**config.mk**
```make
export PLATFORM = sky130hd
export DESIGN_NAME = pc_sequencer_flat
export DESIGN_NICKNAME = d
export VERILOG_FILES = /design/src/rtl/pc_sequencer_if.sv /design/src/rtl/pc_sequencer.sv /design/src/flat_wrapper.sv
export SDC_FILE = /design/constraint.sdc
export NUM_CORES = 1
export LEC_CHECK = 0
export BUFFER_PORTS_ARGS = -buffer_cell sky130_fd_sc_hd__buf_2
export CAP_MARGIN = 20
export CORE_UTILIZATION = 53
export CTS_BUF_LIST = sky130_fd_sc_hd__clkbuf_2
export CTS_CLUSTER_DIAMETER = 50
export DETAILED_ROUTE_END_ITERATION = 7
export PLACE_DENSITY = 0.88
export SLEW_MARGIN = 20
export SYNTH_ARGS = -nofsm -noshare
export SYNTH_HDL_FRONTEND = slang
export SYNTH_SLANG_ARGS = --single-unit
```
**constraint.sdc**
```tcl
create_clock -name clk -period 3.4 [get_ports clk]
set_input_delay 0.17 -clock clk [delete_from_list [all_inputs] [get_ports clk]]
set_output_delay 0.17 -clock clk [all_outputs]
set_load 0.05 [all_outputs]
```
**src/rtl/pc_sequencer_if.sv**
```systemverilog
// Fetch-stage bus between the PC sequencer and its users: control inputs, fetch PC outputs,
// and the debug history read port.
interface pc_sequencer_if #(
   parameter int unsigned WIDTH      = 32,
   parameter int unsigned HIST_DEPTH = 8
) ();
   localparam int unsigned IDX_W = $clog2(HIST_DEPTH);

   logic             stall;
   logic             redirectValid;
   logic [WIDTH-1:0] redirectTarget;
   logic             exceptionValid;
   logic [WIDTH-1:0] pcOut;
   logic [WIDTH-1:0] pcNext;
   logic             pcValid;
   logic             misalignFault;
   logic [IDX_W-1:0] histIndex;
   logic [WIDTH-1:0] histPc;

   modport master (
      output stall, redirectValid, redirectTarget, exceptionValid, histIndex,
      input  pcOut, pcNext, pcValid, misalignFault, histPc
   );

   modport slave (
      input  stall, redirectValid, redirectTarget, exceptionValid, histIndex,
      output pcOut, pcNext, pcValid, misalignFault, histPc
   );
endinterface

```
**src/rtl/pc_sequencer.sv**
```systemverilog
// Instruction-fetch PC sequencer: BOOT/RUN/FAULT with exception > redirect > stall > increment.
// Define PC_HISTORY_EN to keep a circular history of previous fetch PCs for debug.
module pc_sequencer #(
   parameter int unsigned      WIDTH        = 32,
   parameter int unsigned      INSTR_BYTES  = 4,
   parameter logic [WIDTH-1:0] RESET_VECTOR = '0,
   parameter logic [WIDTH-1:0] EXC_VECTOR   = WIDTH'(32'h0000_0080),
   parameter int unsigned      HIST_DEPTH   = 8
) (
   input logic           clk,
   input logic           reset,
   pc_sequencer_if.slave bus
);
   localparam int unsigned      IDX_W      = $clog2(HIST_DEPTH);
   localparam logic [WIDTH-1:0] ALIGN_MASK = WIDTH'(INSTR_BYTES - 1);
   localparam logic [WIDTH-1:0] INC        = WIDTH'(INSTR_BYTES);

   typedef enum logic [1:0] {StBoot, StRun, StFault} state_t;

   state_t           state_q, state_d;
   logic [WIDTH-1:0] pc_q, pc_d;
   logic             valid_q, fault_q;
   logic             misaligned;

   // Mask form stays valid when INSTR_BYTES == 1 (mask is zero, never misaligned).
   assign misaligned = |(bus.redirectTarget & ALIGN_MASK);

   always_comb begin
      state_d = state_q;
      pc_d    = pc_q;
      if (reset) begin
         state_d = StBoot;
         pc_d    = RESET_VECTOR;
      end else begin
         case (state_q)
            StBoot: begin
               state_d = StRun;
               pc_d    = RESET_VECTOR;
            end
            StRun: begin
               if (bus.exceptionValid) begin
                  pc_d = EXC_VECTOR;
               end else if (bus.redirectValid && misaligned) begin
                  state_d = StFault;
               end else if (bus.redirectValid) begin
                  pc_d = bus.redirectTarget;
               end else if (!bus.stall) begin
                  pc_d = pc_q + INC;
               end
            end
            StFault: begin
               if (bus.exceptionValid) begin
                  state_d = StRun;
                  pc_d    = EXC_VECTOR;
               end
            end
            default: begin
               state_d = StBoot;
               pc_d    = RESET_VECTOR;
            end
         endcase
      end
   end

   always_ff @(negedge clk or posedge reset) begin
      if (reset) begin
         state_q <= StBoot;
         pc_q    <= RESET_VECTOR;
         valid_q <= 1'b0;
         fault_q <= 1'b0;
      end else begin
         state_q <= state_d;
         pc_q    <= pc_d;
         valid_q <= (state_d == StRun);
         fault_q <= (state_d == StFault);
      end
   end

   assign bus.pcOut         = pc_q;
   assign bus.pcNext        = pc_d;
   assign bus.pcValid       = valid_q;
   assign bus.misalignFault = fault_q;

`ifdef PC_HISTORY_EN
   logic [WIDTH-1:0] hist_q [HIST_DEPTH];
   logic [IDX_W-1:0] wp_q;
   logic [IDX_W-1:0] rd_idx;

   // Only RUN-state edges that actually move the PC record the old value.
   always_ff @(negedge clk or posedge reset) begin
      if (reset) begin
         wp_q <= '0;
         for (int i = 0; i < int'(HIST_DEPTH); i++) begin
            hist_q[i] <= '0;
         end
      end else if (state_q == StRun && pc_d != pc_q) begin
         hist_q[wp_q] <= pc_q;
         wp_q         <= wp_q + 1'b1;
      end
   end

   assign rd_idx     = wp_q - IDX_W'(1) - bus.histIndex;
   assign bus.histPc = hist_q[rd_idx];
`else
   logic unused_hist_index;
   assign unused_hist_index = ^bus.histIndex;
   assign bus.histPc        = '0;
`endif
endmodule

```
**src/flat_wrapper.sv**
```systemverilog
// flat-port wrapper written by rule: the top's interface ports become plain ports
module pc_sequencer_flat 
#(
   parameter int unsigned      WIDTH        = 32,
   parameter int unsigned      INSTR_BYTES  = 4,
   parameter logic [WIDTH-1:0] RESET_VECTOR = '0,
   parameter logic [WIDTH-1:0] EXC_VECTOR   = WIDTH'(32'h0000_0080),
   parameter int unsigned      HIST_DEPTH   = 8
)
  (clk, reset, bus_stall, bus_redirectValid, bus_redirectTarget, bus_exceptionValid, bus_histIndex, bus_pcOut, bus_pcNext, bus_pcValid, bus_misalignFault, bus_histPc);
  pc_sequencer_if #(.WIDTH(WIDTH), .HIST_DEPTH(HIST_DEPTH)) bus_i ();
  input logic clk;
  input logic reset;
  input wire logic [$bits(bus_i.stall)-1:0] bus_stall;
  input wire logic [$bits(bus_i.redirectValid)-1:0] bus_redirectValid;
  input wire logic [$bits(bus_i.redirectTarget)-1:0] bus_redirectTarget;
  input wire logic [$bits(bus_i.exceptionValid)-1:0] bus_exceptionValid;
  input wire logic [$bits(bus_i.histIndex)-1:0] bus_histIndex;
  output wire logic [$bits(bus_i.pcOut)-1:0] bus_pcOut;
  output wire logic [$bits(bus_i.pcNext)-1:0] bus_pcNext;
  output wire logic [$bits(bus_i.pcValid)-1:0] bus_pcValid;
  output wire logic [$bits(bus_i.misalignFault)-1:0] bus_misalignFault;
  output wire logic [$bits(bus_i.histPc)-1:0] bus_histPc;
  assign bus_i.stall = bus_stall;
  assign bus_i.redirectValid = bus_redirectValid;
  assign bus_i.redirectTarget = bus_redirectTarget;
  assign bus_i.exceptionValid = bus_exceptionValid;
  assign bus_i.histIndex = bus_histIndex;
  assign bus_pcOut = bus_i.pcOut;
  assign bus_pcNext = bus_i.pcNext;
  assign bus_pcValid = bus_i.pcValid;
  assign bus_misalignFault = bus_i.misalignFault;
  assign bus_histPc = bus_i.histPc;
  pc_sequencer #(.WIDTH(WIDTH), .INSTR_BYTES(INSTR_BYTES), .RESET_VECTOR(RESET_VECTOR), .EXC_VECTOR(EXC_VECTOR), .HIST_DEPTH(HIST_DEPTH)) u_core (.clk(clk), .reset(reset), .bus(bus_i));
endmodule
```
==> impl_results.md, run 1 <==
- Distinct cells, synth: 66
- Post-DP HPWL: 9930 um
- Setup bufs post-CTS: 28
- Top_reg_cell synth: dfrtn_1
- Post-cts resize count: 172
- Syn Area/Cell: 8.49 um2
- CTS Buf Count: 5
- IO buf count: 102
- # rows: 27
- Sequential-to-total area share from yosys stat: 29.1%
- Syn. warnings: 0
- H-tree depth: 2
- Status: stopped before the end
- Mapped Cells: 364
- Async set or reset register ratio after synthesis: 100%
- Initial Util: 55.5%
- Clk sinks: 36
- Number of synthesized flops with an enable pin: 0
- Clk buf depth: 2
- Area of placed instances: 4840 um2
- Clock root buffer: clkbuf_2
- Die H: 78.4 um
- Syn Std Cell Area: 3090 um2
- Hold_buf cts: 0
- Last stage: clock tree synthesis
- First reported error: [ERROR DPL-0038] Utilization greater than 100%, impossible to legalize
- Ports: 138
- Yosys reg bits: 36
- Placer congestion estimate: 0.966
- Die W: 78.4 um
-- Yosys cell counts (7+ instances only) --
library cell  instances  area, um2
nand2b_1              7       43.8
and4_1                8       70.1
nor3_1                8       40.0
a22oi_1               7       52.6
dfrtn_1              36        901
buf_2                 8       40.0
a21oi_1              31        155
inv_1                 9       33.8
o22ai_1               7       43.8
clkbuf_1              8       30.0
buf_4                32        240
o221ai_1              8       70.1
nand4_1               8       50.1
o21ai_0              23        115
o211ai_1              7       52.6
nand2_1              22       82.6
nor2_1               26       97.6
nand3_1              10       50.1
-- metrics by stage --
| stage | setup WS (ns) | setup TNS [ns] | utilization, % | instances | hold WS [ns] |
|---|---|---|---|---|---|
| after floorplan | -0.828 | -17.30 | - | 395 | 0.588 |
| after global placement | -0.465 | -10.93 | 86.8 | 621 | 0.448 |
| after detailed placement | -0.611 | -14.31 | 86.8 | 621 | 0.458 |
-- logic make-up after synthesis --
group | after synthesis | synth area share [%]
AND/OR/NAND/NOR | 129 | 26.2
adder cells (fa/ha/maj) | 5 | 2.02
XOR/XNOR | 6 | 1.70
flip-flops | 36 | 29.1
buffers and inverters | 65 | 13.6
AO/OA/AOI/OAI | 117 | 25.5
other | 1 | 0.121
multiplexers | 5 | 1.66
==> run 2, diff against run 1 <==
- CORE_UTILIZATION: 53 -> 40
- CTS_BUF_LIST: sky130_fd_sc_hd__clkbuf_2 -> not set
- CTS_CLUSTER_DIAMETER: 50 -> not set
- PLACE_DENSITY: 0.88 -> not set
- PLACE_DENSITY_LB_ADDON: not set -> 0.15
==> impl_results.md, run 2 <==
- Area of placed instances: 4900 um2
- Final Setup Violations: 32
- Via density: 5.79
- Syn Std Cell Area: 3090 um2
- Routed wire length: 13500 um
- Setup ws final: -0.715 ns
- Fillers: 420
- Placed insts: 649
- CTS Buf Count: 5
- Combinational Power Share: 32.7%
- Clk_lat worst skew: 0.31 ns
- Clk sinks: 36
- Clock root buffer: clkbuf_8
- Startpoint Class: register
- Sequential-to-total area share from yosys stat: 29.1%
- Drt pass-1 iters: 4
- Synthesis-to-layout area growth: 95.2%
- Int Pwr: 802 uW
- Top post-synthesis cells by area: dfrtn_1 (29%), buf_4 (7.8%), a21oi_1 (5.0%)
- LEAKAGE: 0.00284 uW
- Hold_buf cts: 0
- Buf/Inv on CP: 2
- Async set or reset register ratio after synthesis: 100%
- Number of synthesized flops with an enable pin: 0
- Via count: 3982
- Yosys reg bits: 36
- Routed Antenna Nets: 0
- Initial antenna violation count: 0
- Post-DP HPWL: 8670 um
- Die area: 8080 um2
- Setup Skew: 0.00551 ns
- # rows: 31
- Sw frac: 36.1%
- Crit end category: primary output
- Worst Setup SP: u_core.bus.pcOut[16]
- Least-Margin Pin Slew: 0.638 ns
- Final Power: 1250 uW
- Die W: 89.9 um
- Nets: 633
- Hold WC Path Type: register to register
- Top_reg_cell synth: dfrtn_1
- Most frequent cells in the layout: buf_4 (111), buf_2 (70), buf_6 (44), dfrtn_1 (36), conb_1 (32)
- Final Hold Fails: 0
- Slew Limit Headroom: 57.0%
- All-layer global routing usage: 31.0%
- Share of the synthesized area in the top cell type: 29.1%
- Gr ovfl total: 0
- Failing checks: negative setup slack
- Post-Place Setup Slack: -0.527 ns
- Die H: 89.9 um
- CP arrival: 3.94 ns
- CP required: 3.23 ns
- CP Max Fanout: 3
- Crit path largest cell delay: 0.49 ns
- CP max-delay cell: dfrtn_1
- Clk slew on worst S/H paths: 0.06 ns
- Non-Filler Instances: 688
- # DRC: 0
- Post-route cell area: 6040 um2
- Count leader, synth: dfrtn_1
- Mapped Cells: 364
- Wirelength per Cell: 19.7 um
- Peak VDD IR: 0.000137 V
- Antenna diodes: 0
- Status: complete, but fails checks
- Worst R2R Start: u_core.bus.pcOut[16]
- Crit-path leading delay family: simple AND/OR/NAND/NOR gates
- Placer congestion estimate: 0.889
- Unrepaired setup endpoints after global routing: yes
- IO buf count: 102
- Layout cell share with drive strength beyond 1: 67.1%
- DRT iter0 DRCs: 240
- Critical setup path kind: register to primary output
- Largest register FFs: 32
- Max-slew violations: 0
- Distinct cells, synth: 66
- Maxcap violations: 0
- Largest net degree at the start of global routing: 37
- Clk buf depth: 2
- Worst path cell trace: buf_4, nand3_1, or4_4, o21a_1, o221ai_2, a21oi_4, buf_6
- H-tree depth: 2
- Syn Area/Cell: 8.49 um2
- P_sw: 452 uW
- Area leader, netlist: dfrtn_1
- Commonest non-fill, non-tap cell in the layout: buf_4
- Syn. warnings: 0
- Power density cells: 208 nW/um2
- Core ar.: 7370 um2
- Commonest cells in the synthesized netlist: dfrtn_1 (36), buf_4 (32), a21oi_1 (31), nor2_1 (26), o21ai_0 (23)
- CTS tree: done
- Initial Util: 42.0%
- Share of power burned in registers: 35.1%
- First-pass GRT wire length: 20100 um
- Vias in the first global route: 3933
- Min-Delay Startpoint: u_core.bus.pcOut[0]
- Clk pwr share: 32.2%
- Ports: 138
## run 2: layer usage
metal | track usage (%) | share of wire [%]
met3 | 5.58 | 6.4
met1 | 38.0 | 38
met5 | 0 | 0
met4 | 14.0 | 5.2
met2 | 53.0 | 50
## run 2: cell families (layout without fill, tap and decap cells)
logic type / after synthesis / in the layout / synth area share (%)
compound gates: 117 / 117 / 25.5
other cells: 1 / 32 / 0.121
flops: 36 / 36 / 29.1
mux: 5 / 5 / 1.66
fa+ha+maj: 5 / 5 / 2.02
xor+xnor: 6 / 6 / 1.70
buf+inv: 65 / 259 / 13.6
simple gates: 129 / 129 / 26.2
## run 2: final cells by class
class	count	area [um2]	share of cell area, %
tap	99	124	2.05
inverter	9	37.5	0.622
timing repair buffer	242	1990	33.0
clock buffer	5	68.8	1.14
clock inverter	3	42.5	0.705
sequential	36	901	14.9
multi-input combinational	294	2870	47.6
## run 2: metrics by stage
step                setup TNS, ns  hold WS (ns)  utilization [%]
CTS                        -17.85         0.473             78.2
floorplan                  -17.30         0.588                -
finish                     -18.51         0.466             81.9
global route               -21.39         0.500             81.9
global placement           -11.04         0.451             66.5
detailed placement         -12.50         0.450             66.5
## run 2: worst paths after layout
kind                                        endpoint  slack (ns)  cells past startpoint
worst max-delay path                  bus_pcNext[20]       -0.71                      7
worst min register to register   u_core.bus.pcOut[0]        0.47                      1
worst max register to register  u_core.bus.pcOut[20]        1.34                      7
min in group asynchronous          u_core.state_q[1]        1.78                      3
max in group asynchronous       u_core.bus.pcOut[25]        1.22                      3
worst min-delay path             u_core.bus.pcOut[0]        0.47                      1
## run 2: timing repair
action | in CTS | in global routing
pin swaps | 24 | 31
gates cloned | 2 | 0
resized for setup | 142 | 49
buffers inserted | 19 | 14
endpoints found under the setup margin | 32 | 32
## run 2: power groups by stage
| stage | logic [uW] | registers [uW] | clock network, uW |
|---|---|---|---|
| floorplan | 235 | 459 | 0 |
| global route | 427 | 441 | 425 |
| detailed placement | 319 | 447 | 0 |
| global placement | 315 | 447 | 0 |
| finish | 411 | 440 | 404 |
| CTS | 374 | 439 | 408 |
Note: power is estimated with default switching activity, not from simulation.
==> run 3, diff against run 2 <==
- MAX_ROUTING_LAYER: not set -> met4
==> impl_results.md, run 3 (same netlist as run 2, synthesis figures left out) <==
- Status: complete, but fails checks
- Failing checks: negative setup slack
- Initial Util: 42.0%
- Critical setup path kind: register to primary output
- Core ar.: 7370 um2
- Fillers: 423
- CP required: 3.23 ns
- Slew Limit Headroom: 59.1%
- Crit end category: primary output
- Power density cells: 211 nW/um2
- Crit path largest cell delay: 0.53 ns
- DRT iter0 DRCs: 292
- Worst path cell trace: ha_4, nand4b_4, or4_4, o21a_1, o221ai_2, a21oi_4, buf_6
- First-pass GRT wire length: 20100 um
- CP Max Fanout: 4
- Largest net degree at the start of global routing: 37
- CP arrival: 3.98 ns
- Hold Path Depth: 1
- Placer congestion estimate: 0.904
- Ports: 138
- Final Setup Violations: 32
- Vias in the first global route: 3939
- Die area: 8080 um2
- Startpoint Class: register
- Setup Skew: 0.00552 ns
- Routed wire length: 13500 um
- # DRC: 0
- Largest register FFs: 32
- Antenna diodes: 0
- Drt pass-1 iters: 6
- Final Hold Fails: 0
- Routed Antenna Nets: 0
- Clk sinks: 36
- H-tree depth: 2
- Clk_lat worst skew: 0.31 ns
- CP max-delay cell: or4_4
- Die W: 89.9 um
- CTS Buf Count: 5
- Nets: 633
- Clk buf depth: 2
- Peak VDD IR: 0.000143 V
- All-layer global routing usage: 32.0%
- Synthesis-to-layout area growth: 93.4%
- Clock root buffer: clkbuf_8
- Setup ws final: -0.746 ns
- Commonest non-fill, non-tap cell in the layout: buf_4
- # rows: 31
- Wirelength per Cell: 19.7 um
- Die H: 89.9 um
- Post-Place Setup Slack: -0.527 ns
- Area used by multi-input combinational logic: 2820 um2
- Most frequent cells in the layout: buf_4 (110), buf_2 (70), buf_6 (47), dfrtn_1 (36), conb_1 (32)
- Clk slew on worst S/H paths: 0.06 ns
- Initial antenna violation count: 0
- Maxcap violations: 0
- Via density: 5.84
- Seq. cell area: 901 um2
- CTS tree: done
- Post-DP HPWL: 8670 um
- LEAKAGE: 0.00284 uW
- Post-route cell area: 5980 um2
- Hold WC Path Type: register to register
- Least-Margin Pin Slew: 0.608 ns
- Unrepaired setup endpoints after global routing: yes
- IO buf count: 102
- Area of placed instances: 4900 um2
- Gr ovfl total: 0
- R2R setup slack: 1.31 ns
- R2R cell count: 7
- Max-slew violations: 0
- Via count: 4018
- Layout cell share with drive strength beyond 1: 65.2%
## run 3: cell counts in the layout (fill, tap and decap cells not counted)
Identical to the previous run, type by type.
## run 3: worst paths after layout
check,end,from
worst max register to register,u_core.bus.pcOut[20],u_core.bus.pcOut[3]
max in group asynchronous,u_core.bus.pcOut[6],reset
worst max-delay path,bus_pcNext[20],u_core.bus.pcOut[3]
worst min register to register,u_core.bus.pcOut[0],u_core.bus.pcOut[0]
min in group asynchronous,u_core.bus.pcOut[5],reset
worst min-delay path,u_core.bus.pcOut[0],u_core.bus.pcOut[0]
## run 3: critical path: cells and delay by family, from the launching register on
kind                       cells  cell delay [ns]
adders and majority gates      1             0.17
DFF                            1             0.48
buffers and inverters          1             0.16
AOI/OAI and AO/OA              3             0.51
and+or+nand+nor                2             0.66
## run 3: per-stage QoR
step	TNS (ns)	std cells	hold WS, ns	power [uW]	utilization (%)
after CTS	-17.85	676	0.473	1220	78.2
after floorplan	-17.30	395	0.588	694	-
final	-19.36	688	0.466	1260	81.1
after global routing	-21.89	688	0.500	1290	81.1
after detailed placement	-12.50	649	0.450	766	66.5
after global placement	-11.04	649	0.451	762	66.5
## run 3: report_power, final
part,leakage (uW),internal [uW],switching [uW],total (uW)
logic,0.00228,148,259,407
clock network,0.0000541,218,194,412
registers,0.000500,435,4.49,440
total,0.00284,801,458,1260
## run 3: repair_timing
item                                    CTS  global route
gates resized for setup                 142            33
pin swaps                                24            20
buffers inserted                         19            14
endpoints found under the hold margin     0             0
endpoints found under the setup margin   32            32
hold buffers                              0             0
gates cloned                              2             0
## run 3: layer usage
layer / wire (um) / track usage [%] / up-vias
met5: 0 / - / -
met4: 704 / 13.7 / 0
met3: 862 / 5.67 / 63
met2: 6650 / 53.1 / 216
met1: 5330 / 38.2 / 1984
li1: - / - / 1755
## run 3: final cells by class
type / instances / area share [%]
Tap cell: 99 / 2.07
Inverter: 9 / 0.628
Clock inverter: 3 / 0.712
Multi-Input combinational cell: 294 / 47.2
Sequential cell: 36 / 15.1
Clock buffer: 5 / 1.15
Timing Repair Buffer: 242 / 33.2
